--- src/rtl/sensor_wr_arbiter_pkg.sv ---
// Shared definitions for the sensor write arbiter: source indices, frame RAM
// address map, burst lengths, FSM states and sample byte packing.
package sensor_wr_arbiter_pkg;

    localparam logic [1:0] SRC_MPU   = 2'd0;
    localparam logic [1:0] SRC_FLOW  = 2'd1;
    localparam logic [1:0] SRC_PRESS = 2'd2;
    localparam logic [1:0] SRC_ULTRA = 2'd3;

    localparam logic [4:0] MPU_BASE   = 5'd0;
    localparam logic [4:0] SEQ_ADDR   = 5'd20;
    localparam logic [4:0] OVF_ADDR   = 5'd21;
    localparam logic [4:0] FLOW_ADDR  = 5'd24;
    localparam logic [4:0] PRESS_ADDR = 5'd28;
    localparam logic [4:0] ULTRA_ADDR = 5'd30;

    localparam logic [4:0] MPU_LEN  = 5'd20;
    localparam logic [4:0] SENS_LEN = 5'd2;

    typedef enum logic [1:0] {
        IDLE  = 2'd0,
        BURST = 2'd1,
        HDR   = 2'd2,
        LOCK  = 2'd3
    } state_t;

    function automatic logic [4:0] base_addr(input logic [1:0] src);
        case (src)
            SRC_MPU:   return MPU_BASE;
            SRC_FLOW:  return FLOW_ADDR;
            SRC_PRESS: return PRESS_ADDR;
            default:   return ULTRA_ADDR;
        endcase
    endfunction

    function automatic logic [4:0] burst_len(input logic [1:0] src);
        return (src == SRC_MPU) ? MPU_LEN : SENS_LEN;
    endfunction

    // Bytes are packed in write order, so burst byte k always sits at [8k+7:8k].
    function automatic logic [159:0] pack_sample(input logic [1:0]   src,
                                                 input logic [159:0] mpu,
                                                 input logic [55:0]  flow,
                                                 input logic [31:0]  press,
                                                 input logic [15:0]  ultra);
        logic [159:0] s;
        s = '0;
        case (src)
            SRC_MPU:   s = mpu;
            SRC_FLOW:  s[15:0] = {flow[23:16], flow[15:8]};
            SRC_PRESS: s[15:0] = {press[7:0], press[15:8]};
            default:   s[15:0] = {ultra[7:0], ultra[15:8]};
        endcase
        return s;
    endfunction

endpackage

--- src/rtl/sensor_wr_arbiter_if.sv ---
// Sensor/radio/frame-RAM signal bundle; slave is the arbiter side, master the
// surrounding sensor and radio logic.
interface sensor_wr_arbiter_if;
    logic [3:0]   rdy_in;
    logic [159:0] mpu_dat;
    logic [55:0]  flow_dat;
    logic [31:0]  press_dat;
    logic [15:0]  ultra_dat;
    logic         tx_req;
    logic         tx_done;
    logic         wr_en;
    logic [4:0]   wr_addr;
    logic [7:0]   wr_dat;
    logic         tx_gnt;
    logic [3:0]   ovf_flg;
    logic         busy;

    modport master (
        output rdy_in, mpu_dat, flow_dat, press_dat, ultra_dat, tx_req, tx_done,
        input  wr_en, wr_addr, wr_dat, tx_gnt, ovf_flg, busy
    );

    modport slave (
        input  rdy_in, mpu_dat, flow_dat, press_dat, ultra_dat, tx_req, tx_done,
        output wr_en, wr_addr, wr_dat, tx_gnt, ovf_flg, busy
    );
endinterface

--- src/rtl/sensor_wr_arbiter_rr_arb4.sv ---
// Four-way round-robin pick: first pending source at or after ptr, modulo 4.
module rr_arb4
    import sensor_wr_arbiter_pkg::*;
(
    input  logic [3:0] pend,
    input  logic [1:0] ptr,
    output logic [1:0] grant,
    output logic       valid
);

    logic [1:0] idx;

    always_comb begin
        grant = '0;
        valid = 1'b0;
        idx   = '0;
        for (int unsigned i = 0; i < 4; i++) begin
            idx = ptr + 2'(i);
            if (!valid && pend[idx]) begin
                valid = 1'b1;
                grant = idx;
            end
        end
    end

endmodule

--- src/rtl/sensor_wr_arbiter.sv ---
// Collects sensor samples into a 32x8 frame RAM by round-robin bursts and hands
// the frame to the radio driver under a tx_req/tx_gnt/tx_done lock.
module sensor_wr_arbiter
    import sensor_wr_arbiter_pkg::*;
(
    input  logic              CLK,
    input  logic              Clr_Rdy_flg,
    sensor_wr_arbiter_if.slave bus
);

    state_t       state, state_nxt;
    logic [3:0]   rdy_d, armed, rdy_rise, pend, pend_clr, ovf;
    logic [1:0]   ptr, src, grant;
    logic         gvalid, take, wr_c, ovf_clr, seq_inc;
    logic [4:0]   cnt, cnt_nxt, last_addr, addr_c;
    logic [7:0]   frame_seq, last_dat, dat_c;
    logic [159:0] snap;

    rr_arb4 u_arb (
        .pend  (pend),
        .ptr   (ptr),
        .grant (grant),
        .valid (gvalid)
    );

    // armed masks sources that were already high when reset released
    always_comb rdy_rise = bus.rdy_in & ~rdy_d & armed;

    always_comb begin
        state_nxt = state;
        cnt_nxt   = cnt;
        pend_clr  = '0;
        take      = 1'b0;
        wr_c      = 1'b0;
        addr_c    = last_addr;
        dat_c     = last_dat;
        ovf_clr   = 1'b0;
        seq_inc   = 1'b0;
        case (state)
            IDLE: begin
                if (bus.tx_req) begin
                    state_nxt = HDR;
                    cnt_nxt   = '0;
                end else if (gvalid) begin
                    state_nxt      = BURST;
                    cnt_nxt        = '0;
                    take           = 1'b1;
                    pend_clr[grant] = 1'b1;
                end
            end
            BURST: begin
                wr_c   = 1'b1;
                addr_c = base_addr(src) + cnt;
                dat_c  = snap[{cnt, 3'b000} +: 8];
                if (cnt == burst_len(src) - 5'd1) state_nxt = IDLE;
                else                              cnt_nxt   = cnt + 5'd1;
            end
            HDR: begin
                wr_c = 1'b1;
                if (cnt == 5'd0) begin
                    addr_c  = SEQ_ADDR;
                    dat_c   = frame_seq;
                    cnt_nxt = 5'd1;
                end else begin
                    addr_c    = OVF_ADDR;
                    dat_c     = {4'b0000, ovf};
                    ovf_clr   = 1'b1;
                    state_nxt = LOCK;
                end
            end
            LOCK: begin
                if (bus.tx_done) begin
                    state_nxt = IDLE;
                    seq_inc   = 1'b1;
                end
            end
            default: state_nxt = IDLE;
        endcase
    end

    always_ff @(posedge CLK or posedge Clr_Rdy_flg) begin
        if (Clr_Rdy_flg) begin
            state     <= IDLE;
            cnt       <= '0;
            rdy_d     <= '0;
            armed     <= '0;
            pend      <= '0;
            ovf       <= '0;
            ptr       <= '0;
            src       <= '0;
            snap      <= '0;
            frame_seq <= '0;
            last_addr <= '0;
            last_dat  <= '0;
        end else begin
            state     <= state_nxt;
            cnt       <= cnt_nxt;
            rdy_d     <= bus.rdy_in;
            armed     <= armed | ~bus.rdy_in;
            // a new edge wins over the grant clear; a fresh overrun wins over the header clear
            pend      <= (pend & ~pend_clr) | rdy_rise;
            ovf       <= (ovf & ~{4{ovf_clr}}) | (rdy_rise & pend);
            last_addr <= addr_c;
            last_dat  <= dat_c;
            if (take) begin
                src  <= grant;
                ptr  <= grant + 2'd1;
                snap <= pack_sample(grant, bus.mpu_dat, bus.flow_dat,
                                    bus.press_dat, bus.ultra_dat);
            end
            if (seq_inc) frame_seq <= frame_seq + 8'd1;
        end
    end

    assign bus.wr_en   = wr_c;
    assign bus.wr_addr = addr_c;
    assign bus.wr_dat  = dat_c;
    assign bus.tx_gnt  = (state == LOCK);
    assign bus.ovf_flg = ovf;
    assign bus.busy    = (state != IDLE);

endmodule

--- src/flat_wrapper.sv ---
// flat-port wrapper written by rule: the top's interface ports become plain ports
module sensor_wr_arbiter_flat import sensor_wr_arbiter_pkg::*;
  (CLK, Clr_Rdy_flg, bus_rdy_in, bus_mpu_dat, bus_flow_dat, bus_press_dat, bus_ultra_dat, bus_tx_req, bus_tx_done, bus_wr_en, bus_wr_addr, bus_wr_dat, bus_tx_gnt, bus_ovf_flg, bus_busy);
  sensor_wr_arbiter_if bus_i ();
  input  logic CLK;
  input  logic Clr_Rdy_flg;
  input wire logic [$bits(bus_i.rdy_in)-1:0] bus_rdy_in;
  input wire logic [$bits(bus_i.mpu_dat)-1:0] bus_mpu_dat;
  input wire logic [$bits(bus_i.flow_dat)-1:0] bus_flow_dat;
  input wire logic [$bits(bus_i.press_dat)-1:0] bus_press_dat;
  input wire logic [$bits(bus_i.ultra_dat)-1:0] bus_ultra_dat;
  input wire logic [$bits(bus_i.tx_req)-1:0] bus_tx_req;
  input wire logic [$bits(bus_i.tx_done)-1:0] bus_tx_done;
  output wire logic [$bits(bus_i.wr_en)-1:0] bus_wr_en;
  output wire logic [$bits(bus_i.wr_addr)-1:0] bus_wr_addr;
  output wire logic [$bits(bus_i.wr_dat)-1:0] bus_wr_dat;
  output wire logic [$bits(bus_i.tx_gnt)-1:0] bus_tx_gnt;
  output wire logic [$bits(bus_i.ovf_flg)-1:0] bus_ovf_flg;
  output wire logic [$bits(bus_i.busy)-1:0] bus_busy;
  assign bus_i.rdy_in = bus_rdy_in;
  assign bus_i.mpu_dat = bus_mpu_dat;
  assign bus_i.flow_dat = bus_flow_dat;
  assign bus_i.press_dat = bus_press_dat;
  assign bus_i.ultra_dat = bus_ultra_dat;
  assign bus_i.tx_req = bus_tx_req;
  assign bus_i.tx_done = bus_tx_done;
  assign bus_wr_en = bus_i.wr_en;
  assign bus_wr_addr = bus_i.wr_addr;
  assign bus_wr_dat = bus_i.wr_dat;
  assign bus_tx_gnt = bus_i.tx_gnt;
  assign bus_ovf_flg = bus_i.ovf_flg;
  assign bus_busy = bus_i.busy;
  sensor_wr_arbiter u_core (.CLK(CLK), .Clr_Rdy_flg(Clr_Rdy_flg), .bus(bus_i));
endmodule
--- config.mk ---
export PLATFORM = sky130hd
export DESIGN_NAME = sensor_wr_arbiter_flat
export DESIGN_NICKNAME = d
export VERILOG_FILES = /design/src/rtl/sensor_wr_arbiter_pkg.sv /design/src/rtl/sensor_wr_arbiter_if.sv /design/src/rtl/sensor_wr_arbiter_rr_arb4.sv /design/src/rtl/sensor_wr_arbiter.sv /design/src/flat_wrapper.sv
export SDC_FILE = /design/constraint.sdc
export NUM_CORES = 1
export LEC_CHECK = 0
export CAP_MARGIN = 20
export CORE_UTILIZATION = 47
export CTS_CLUSTER_DIAMETER = 100
export DETAILED_ROUTE_END_ITERATION = 10
export HOLD_SLACK_MARGIN = 0.08
export PLACE_DENSITY_LB_ADDON = 0.3
export SYNTH_ARGS = -nofsm -noshare
export SYNTH_HDL_FRONTEND = slang
export SYNTH_SLANG_ARGS = --single-unit
--- constraint.sdc ---
create_clock -name CLK -period 19.89 [get_ports CLK]
set_clock_uncertainty 0.05 [all_clocks]
set_input_delay 1.989 -clock CLK [delete_from_list [all_inputs] [get_ports CLK]]
set_output_delay 1.989 -clock CLK [all_outputs]
set_load 0.02 [all_outputs]
==> flow_summary.toml, run 1 <==
[status]
status = "complete, no violations"

[worst_setup_path]
worstRegToRegCells = 5
crit_type = "flop to output pin"
cp.arrival_ns = 3.84
reg2reg_from = "u_core.pend[3]"
reg2reg_slack_ns = 16.73
crit_fanout = 27
critPathRequiredTime_ns = 17.85
end_kind = "output pin"
start_kind = "flop"
r2r-end = "u_core.snap[112]"

[power_and_ir_drop]
p_leak_nw = 5.54
power_density_nw_per_um2 = 142
peakVddDrop_mv = 0.0651
seqPwrFrac = 0.334
netSwitchingFraction = 0.404
pwr-share-comb = 0.457
power.internal_mw = 1.13
p_sw_uw = 763
clkPwrFrac = 0.209

[sta]
worst_slew_pin_slew_ns = 1.04
relSlewSlack = 0.307
slew_violations = 0
fmax_mhz = 170
fin_crit_ns = 5.88
finalHoldViolations = 0
setup_violations = 0
fin_tns_setup_ns = 0
rsz0062_at_grt = "false"
finalCritPeriodShare = 0.296

[layout]
nets = 1554
insertedDiodeCount = 0
utilization = 0.632
drive_above_1_share = 0.0773
area_delta_synth_final_pct = 31.1

[logic_synthesis]
avgSynthCellArea_um2 = 9.41
ys_warn_count = 0
synth_cells = 1083
async_flop_share = 1.00
synth_fp_nets = 1369
synth_edf_count = 0
ys_ff_latch = 208
ys.flop_type = "dfrtp_1"
yosysSeqAreaShare = 0.510
synthDistinctLibCells = 49
synth_area_um2 = 10200

[grt]
antenna_found_initial = 0
grt_pass1_vias = 8509
grt_first_pass_wirelength_um = 45800
grt_util_all_layers = 0.267
grt-ovfl-total = 0
grt_start_max_net_pins = 132

[cts]
cts-resized-gates = 0
hold_buffers = 0
clock-sinks = 208
htreeDepth = 1
cts_buffers = 23
cts_max_path_buffers = 3
clock_latency_ns = 0.50
cts_tree = "yes"
cts_root_buf = "clkbuf_16"
clk_pin_slew_ns = 0.06
post_cts_buffers = 0

[floorplan]
fp.dieH_um = 149
std_cell_rows = 53
die_area_um2 = 22300
core_area_um2 = 21200
boundaryPins = 292
initial_core_util = 0.482
die_x_um = 149

[drt]
routed_wl_um = 28900
vias = 8614
drc = 0
drtIter0Drc = 716
wire_per_inst_um = 18.6
vias_per_cell = 5.54
postRouteAntennaNets = 0
first_pass_iters = 5

[run]
cap_violations = 0

[placement]
dpl.hpwl_um = 20100
gp_congestion = 0.820
io_buffers = 235

[min_path]
worst_hold_path.endpoint = "u_core.armed[2]"
hold_path_startpoint = "u_core.armed[2]"
hold_class = "flop to flop"
holdPathStages = 1
## sequential cells by signal (all words and copies together), names as in the netlist, 4 cells and up
signal / count
u_core.bus.ovf_flg: 4
u_core.cnt: 5
u_core.armed: 4
u_core.last_dat: 8
u_core.pend: 4
u_core.snap: 160
u_core.rdy_d: 4
u_core.frame_seq: 8
u_core.last_addr: 5
## per-stage QoR
| step | instances | hold slack (ns) | total power, mW | cell area (µm²) | worst slack [ns] |
|---|---|---|---|---|---|
| 6_report | 1556 | 0.418 | 1.89 | 13400 | 14.01 |
| 5_1_grt | 1556 | 0.434 | 2.02 | 13400 | 13.75 |
| 4_1_cts | 1555 | 0.419 | 1.90 | 13400 | 13.79 |
| 3_5_place_dp | 1517 | 0.402 | 1.50 | 12700 | 14.34 |
| 3_3_place_gp | 1516 | 0.399 | 1.47 | 12600 | 14.39 |
| 2_1_floorplan | 1083 | 0.385 | 1.19 | 10200 | 12.17 |
## worst max-delay path by stage
stage / startpoint / end / slack [ns] / cells after the start
2_1_floorplan: Clr_Rdy_flg / u_core.armed[0] / 12.17 / 1
3_3_place_gp: u_core.cnt[1] / bus_wr_dat[0] / 14.39 / 8
3_5_place_dp: u_core.cnt[1] / bus_wr_dat[0] / 14.34 / 8
4_1_cts: u_core.cnt[1] / bus_wr_dat[0] / 13.79 / 8
5_1_grt: u_core.cnt[0] / bus_wr_dat[0] / 13.75 / 9
6_report: u_core.state[0] / bus_wr_dat[4] / 14.01 / 7
## worst max-delay path, stage by stage, from the launching register on
cell and delay [ns]:
dfrtp_1 0.39, inv_1 0.10, ha_1 0.81, nand2_1 0.38, or3_1 0.52, o22a_1 0.30
o2111ai_1 0.17, clkdlybuf4s50_1 0.67
## cell usage after synthesis, types with 3 or more instances
library cell / n / area share
a21o_1: 6 / 0.0044
a21oi_1: 35 / 0.017
a221o_1: 17 / 0.017
a22o_1: 5 / 0.0043
a22oi_1: 5 / 0.0037
and2_1: 3 / 0.0018
buf_1: 6 / 0.0022
buf_2: 19 / 0.0093
clkbuf_1: 57 / 0.021
dfrtp_1: 208 / 0.51
ha_1: 13 / 0.016
inv_1: 22 / 0.0081
mux2i_1: 14 / 0.014
mux4_2: 39 / 0.086
nand2_1: 339 / 0.12
nand2b_1: 5 / 0.0031
nand3_1: 15 / 0.0074
nor2_1: 21 / 0.0077
nor2b_1: 4 / 0.0025
nor4_1: 3 / 0.0018
o21ai_0: 172 / 0.084
o21ai_1: 16 / 0.0079
o22ai_1: 8 / 0.0049
or2_2: 3 / 0.0018
or3_1: 8 / 0.0049
xnor2_1: 7 / 0.0060
xor2_1: 3 / 0.0026
## cells by family after synthesis
kind of cell,synth area share
flops,0.510
xor+xnor,0.00859
fa+ha+maj,0.0179
mux,0.101
buf+inv,0.0418
compound gates,0.155
simple gates,0.166
## routing by layer
metal	part of all wire	GRT usage	vias up
met5	0	0	-
met2	0.48	0.427	272
met4	0.023	0.0653	0
met1	0.45	0.383	4224
met3	0.054	0.0385	39
li1	-	-	4079
## placed cells by master (no fill, tap or decap), types with 17 or more instances in the layout
cell	netlist	layout
a21oi_1	35	35
a221o_1	17	17
clkbuf_16	0	23
clkdlybuf4s50_1	0	235
dfrtp_1	208	205
inv_1	22	21
mux4_2	39	39
nand2_1	339	339
nor2_1	21	21
o21ai_0	172	172
## power by group through the flow
| stage | Clock (mW) | Combinational [mW] | Sequential (mW) |
|---|---|---|---|
| 2_1_floorplan | 0 | 0.596 | 0.597 |
| 3_3_place_gp | 0 | 0.824 | 0.643 |
| 3_5_place_dp | 0 | 0.850 | 0.649 |
| 4_1_cts | 0.400 | 0.852 | 0.644 |
| 5_1_grt | 0.417 | 0.956 | 0.645 |
| 6_report | 0.395 | 0.865 | 0.632 |
## layout make-up
type | count | area, µm²
multi-input combinational | 768 | 4590
inverter | 24 | 97.6
clock buffer | 32 | 659
timing repair buffer | 243 | 2440
fill | 1747 | 7780
tap | 275 | 344
clock inverter | 6 | 30.0
sequential | 208 | 5210
Power figures use the tool's default switching activity.
==> inputs of run 2 (changes only) <==
clock period = 5.77 ns   (was 19.89 ns; I/O delays follow)
==> run 2 against run 1 <==
Critical path depth grew 1. Setup slack worse by 13 ns. Non-clock buffer count stayed put. Highest routed layer unchanged. Worst hold slack improved by 0.0040 ns. Routed wire length about the same. Flip-flop and latch count stayed put.
==> flow_summary.toml, run 2 (synthesis results as in run 1) <==
[cts]
cts-resized-gates = 0
cts_max_path_buffers = 3
cts_tree = "yes"
post_cts_buffers = 0
htreeDepth = 1
cts_buffers = 22
cts_root_buf = "clkbuf_16"
clock-sinks = 208
hold_buffers = 0
clock_latency_ns = 0.51
clk_pin_slew_ns = 0.06

[min_path]
worst_hold_path.endpoint = "u_core.armed[2]"
hold_class = "flop to flop"
hold_path_startpoint = "u_core.armed[2]"
holdPathStages = 1

[sta]
fin_tns_setup_ns = 0
fin_crit_ns = 4.67
fmax_mhz = 214
finalCritPeriodShare = 0.810
slew_violations = 0
relSlewSlack = 0.345
setup_violations = 0
rsz0062_at_grt = "false"
finalHoldViolations = 0
worst_slew_pin_slew_ns = 0.983

[floorplan]
initial_core_util = 0.482
fp.dieH_um = 149
std_cell_rows = 53
core_area_um2 = 21200
die_area_um2 = 22300
boundaryPins = 292
die_x_um = 149

[grt]
grt_first_pass_wirelength_um = 45800
grt_start_max_net_pins = 163
antenna_found_initial = 0
grt-ovfl-total = 0
grt_pass1_vias = 8518
grt_util_all_layers = 0.265

[layout]
layout_common_cells = "nand2_1, clkdlybuf4s50_1, dfrtp_1"
stdcell_count = 1558
reg_top3 = "u_core.snap: 160 flops, u_core.frame_seq: 8 flops, u_core.last_dat: 8 flops"
nets = 1553
fill_cells = 1730
insertedDiodeCount = 0
area_delta_synth_final_pct = 31.9
multi_input_area_um2 = 4590
register_area_um2 = 5210
drive_above_1_share = 0.0787
top_register = "u_core.snap"
largest_reg_flops = 160
final_area_um2 = 13400
layout_commonest_cell = "nand2_1"

[worst_setup_path]
crit_chain = "inv_2 -> ha_1 -> or4b_4 -> nor2_1 -> a22oi_1 -> a21oi_1 -> or3_1 -> clkdlybuf4s50_1"
r2r-end = "u_core.pend[0]"
end_kind = "output pin"
reg2reg_from = "u_core.pend[2]"
start_kind = "flop"
reg2reg_slack_ns = 2.41
critPathRequiredTime_ns = 5.14
worstRegToRegCells = 5
cp.arrival_ns = 4.05
critPathSlowestCell = "dfrtp_2"
critPathMaxStageDelay_ns = 0.74
crit_fanout = 32
crit_type = "flop to output pin"

[drt]
routed_wl_um = 28900
vias = 8618
first_pass_iters = 4
drtIter0Drc = 720
vias_per_cell = 5.53
wire_per_inst_um = 18.5
postRouteAntennaNets = 0
drc = 0

[placement]
dp_cells = 1518
dpl.hpwl_um = 19900
dpl-instance-area_um2 = 12700
gp_congestion = 0.875
io_buffers = 235

[power_and_ir_drop]
power_density_nw_per_um2 = 494
p_leak_nw = 5.57
peakVddDrop_mv = 0.333

[status]
status = "complete, no violations"

[run]
cap_violations = 0
## run 2: cell count changes in the layout (fill, tap and decap cells not counted), sizes merged
| cell | before | now |
|---|---|---|
| bufinv | 0 | 3 |
| clkbuf | 32 | 33 |
| clkinv | 6 | 4 |
| clkinvlp | 0 | 1 |
| inv | 24 | 23 |
## run 2: area by class of cell
cell class | count | share of cell area
clock buffer | 33 | 0.0492
clock inverter | 7 | 0.00902
inverter | 24 | 0.00698
multi-input combinational | 768 | 0.342
sequential | 208 | 0.387
tap | 275 | 0.0256
timing repair buffer | 243 | 0.180
## run 2: routing by layer
metal	GRT usage	routed length, µm
met1	0.381	12800
met2	0.422	13800
met3	0.0379	1540
met4	0.0684	710
met5	0	0
## run 2: how the worst max path moves through the flow
stage	from	to	depth (start not counted)
after floorplan	Clr_Rdy_flg	u_core.armed[0]	1
after global placement	u_core.cnt[0]	bus_wr_dat[1]	8
after detailed placement	u_core.cnt[0]	bus_wr_dat[3]	8
after CTS	u_core.cnt[0]	bus_wr_dat[3]	8
after global routing	u_core.cnt[0]	bus_wr_dat[3]	8
final	u_core.cnt[0]	bus_wr_dat[3]	8
## run 2: power breakdown
| group | switching (mW) | total, mW | internal (mW) |
|---|---|---|---|
| clock | 0.587 | 1.51 | 0.928 |
| sequential | 0.344 | 2.22 | 1.88 |
| combinational | 1.71 | 2.91 | 1.20 |
| total | 2.64 | 6.65 | 4.00 |
## run 2: metrics by stage
step / setup slack (ns) / total power [mW] / utilization / hold WS (ns)
after floorplan: 2.44 / 4.11 / - / 0.385
after global placement: 1.65 / 5.07 / 0.599 / 0.399
after detailed placement: 1.64 / 5.14 / 0.599 / 0.402
after CTS: 1.06 / 6.66 / 0.636 / 0.425
after global routing: 0.858 / 7.07 / 0.636 / 0.445
final: 1.10 / 6.65 / 0.636 / 0.422
## run 2: worst max-delay path, delay by kind of cell, from the launching register on
family                   cells  cell delay, ns
flip-flops                   1            0.74
AND/OR/NAND/NOR              3            1.18
adder cells (fa/ha/maj)      1            0.19
buffers and inverters        2            1.04
AO/OA/AOI/OAI                2            0.38
==> inputs of run 3 (changes only) <==
clock period = 4.55 ns   (was 5.77 ns; I/O delays follow)
==> run 3 against run 2 <==
Design area grew 0.17%. First-iteration DRC count shrank 9.9%. Core utilization grew 0.11 points. Via count grew 0.85%. Routed wire length shrank 0.51%. Combinational power grew 29%. Setup slack lost 0.56 ns. Non-clock buffer count grew 4. Critical path depth is the same. Highest routed layer unchanged.
==> flow_summary.toml, run 3 (synthesis results as in run 1) <==
[grt]
grt-ovfl-total = 0
grt_first_pass_wirelength_um = 45700
grt_util_all_layers = 0.264
grt_pass1_vias = 8699
grt_start_max_net_pins = 163
antenna_found_initial = 0

[drt]
vias_per_cell = 5.56
wire_per_inst_um = 18.4
routed_wl_um = 28700
drc = 0
postRouteAntennaNets = 0
vias = 8691
drtIter0Drc = 649
first_pass_iters = 5

[layout]
reg_top3 = "u_core.snap: 160 flops, u_core.frame_seq: 8 flops, u_core.last_dat: 8 flops"
stdcell_count = 1563
largest_reg_flops = 160
drive_above_1_share = 0.0815
final_area_um2 = 13500
fill_cells = 1717
layout_commonest_cell = "nand2_1"
area_delta_synth_final_pct = 32.1
top_register = "u_core.snap"
nets = 1558
insertedDiodeCount = 0
layout_common_cells = "nand2_1, clkdlybuf4s50_1, dfrtp_1"

[worst_setup_path]
r2r-end = "u_core.snap[11]"
end_kind = "output pin"
cp.arrival_ns = 3.51
reg2reg_from = "u_core.ptr[1]"
worstRegToRegCells = 8
cp.depth = 8
critPathRequiredTime_ns = 4.05
reg2reg_slack_ns = 1.75
endpoint = "bus_wr_dat[3]"
crit_chain = "inv_2 -> ha_1 -> or4b_4 -> nor2_1 -> a22oi_1 -> a21oi_1 -> or3_1 -> clkdlybuf4s50_1"
crit_fanout = 26
cp_top_family = "simple AND/OR/NAND/NOR gates"
critPathBufInv = 2
start_kind = "flop"
startpoint = "u_core.cnt[0]"
critPathMaxStageDelay_ns = 0.68
critPathSlowestCell = "dfrtp_2"
crit_type = "flop to output pin"

[cts]
htreeDepth = 1
cts_max_path_buffers = 3
hold_buffers = 0
clock_latency_ns = 0.51
cts_tree = "yes"
cts_buffers = 23
cts-resized-gates = 0
clk_pin_slew_ns = 0.06
clock-sinks = 208
post_cts_buffers = 0
cts_root_buf = "clkbuf_16"

[floorplan]
boundaryPins = 292
die_x_um = 149
die_area_um2 = 22300
core_area_um2 = 21200
initial_core_util = 0.482
fp.dieH_um = 149
std_cell_rows = 53

[placement]
dp_cells = 1522
dpl.hpwl_um = 20100
gp_congestion = 0.844
io_buffers = 235
dpl-instance-area_um2 = 12700

[power_and_ir_drop]
p_leak_nw = 5.58
peakVddDrop_mv = 0.462
power_density_nw_per_um2 = 623

[sta]
worst_slew_pin_slew_ns = 0.942
finalCritPeriodShare = 0.882
setup_violations = 0
fmax_mhz = 249
relSlewSlack = 0.372
fin_crit_ns = 4.01
finalHoldViolations = 0
fin_tns_setup_ns = 0
slew_violations = 0
rsz0062_at_grt = "false"

[run]
cap_violations = 0

[min_path]
hold_class = "primary input to async pin"

[status]
status = "complete, no violations"
run 3: cell types whose count changed in the layout (fill, tap and decap cells not counted), sizes merged:
cell / delta
bufinv: -1
clkinv: +1
clkinvlp: +1
buf: +4
clkbuf: -1
inv: +1
run 3: per-layer routing:
| metal | global-route usage | vias to the layer above | routed length, µm |
|---|---|---|---|
| met1 | 0.379 | 4264 | 12800 |
| met5 | 0 | - | 0 |
| li1 | - | 4088 | - |
| met2 | 0.421 | 300 | 13600 |
| met3 | 0.0401 | 39 | 1710 |
| met4 | 0.0689 | 0 | 704 |
run 3: metrics by stage:
step / utilization / power, mW / hold WS (ns) / setup slack (ns)
6_report: 0.637 / 8.39 / 0.280 / 0.536
5_1_grt: 0.637 / 8.92 / 0.302 / 0.260
4_1_cts: 0.637 / 8.41 / 0.276 / 0.511
3_5_place_dp: 0.601 / 6.55 / 0.402 / 1.05
3_3_place_gp: 0.601 / 6.46 / 0.399 / 1.05
2_1_floorplan: - / 5.22 / 0.385 / 1.34
run 3: area by class of cell:
class                           count  area (µm²)  area share
Tap cell                          275         344      0.0255
Clock inverter                      9         101     0.00752
Timing Repair Buffer              247        2480       0.184
Multi-Input combinational cell    768        4590       0.341
Sequential cell                   208        5210       0.387
Inverter                           24        93.8     0.00697
Clock buffer                       32         649      0.0482
run 3: worst min path at each step:
stage | end | slack, ns | from
floorplan | u_core.armed[0] | 0.38 | u_core.armed[0]
global placement | u_core.armed[2] | 0.40 | u_core.armed[2]
detailed placement | u_core.armed[0] | 0.40 | u_core.armed[0]
CTS | u_core.snap[39] | 0.28 | Clr_Rdy_flg
global route | u_core.snap[39] | 0.30 | Clr_Rdy_flg
finish | u_core.snap[39] | 0.28 | Clr_Rdy_flg
run 3: power breakdown:
group	internal, mW	switching (mW)
combinational	1.55	2.20
clock	1.11	0.732
sequential	2.38	0.417
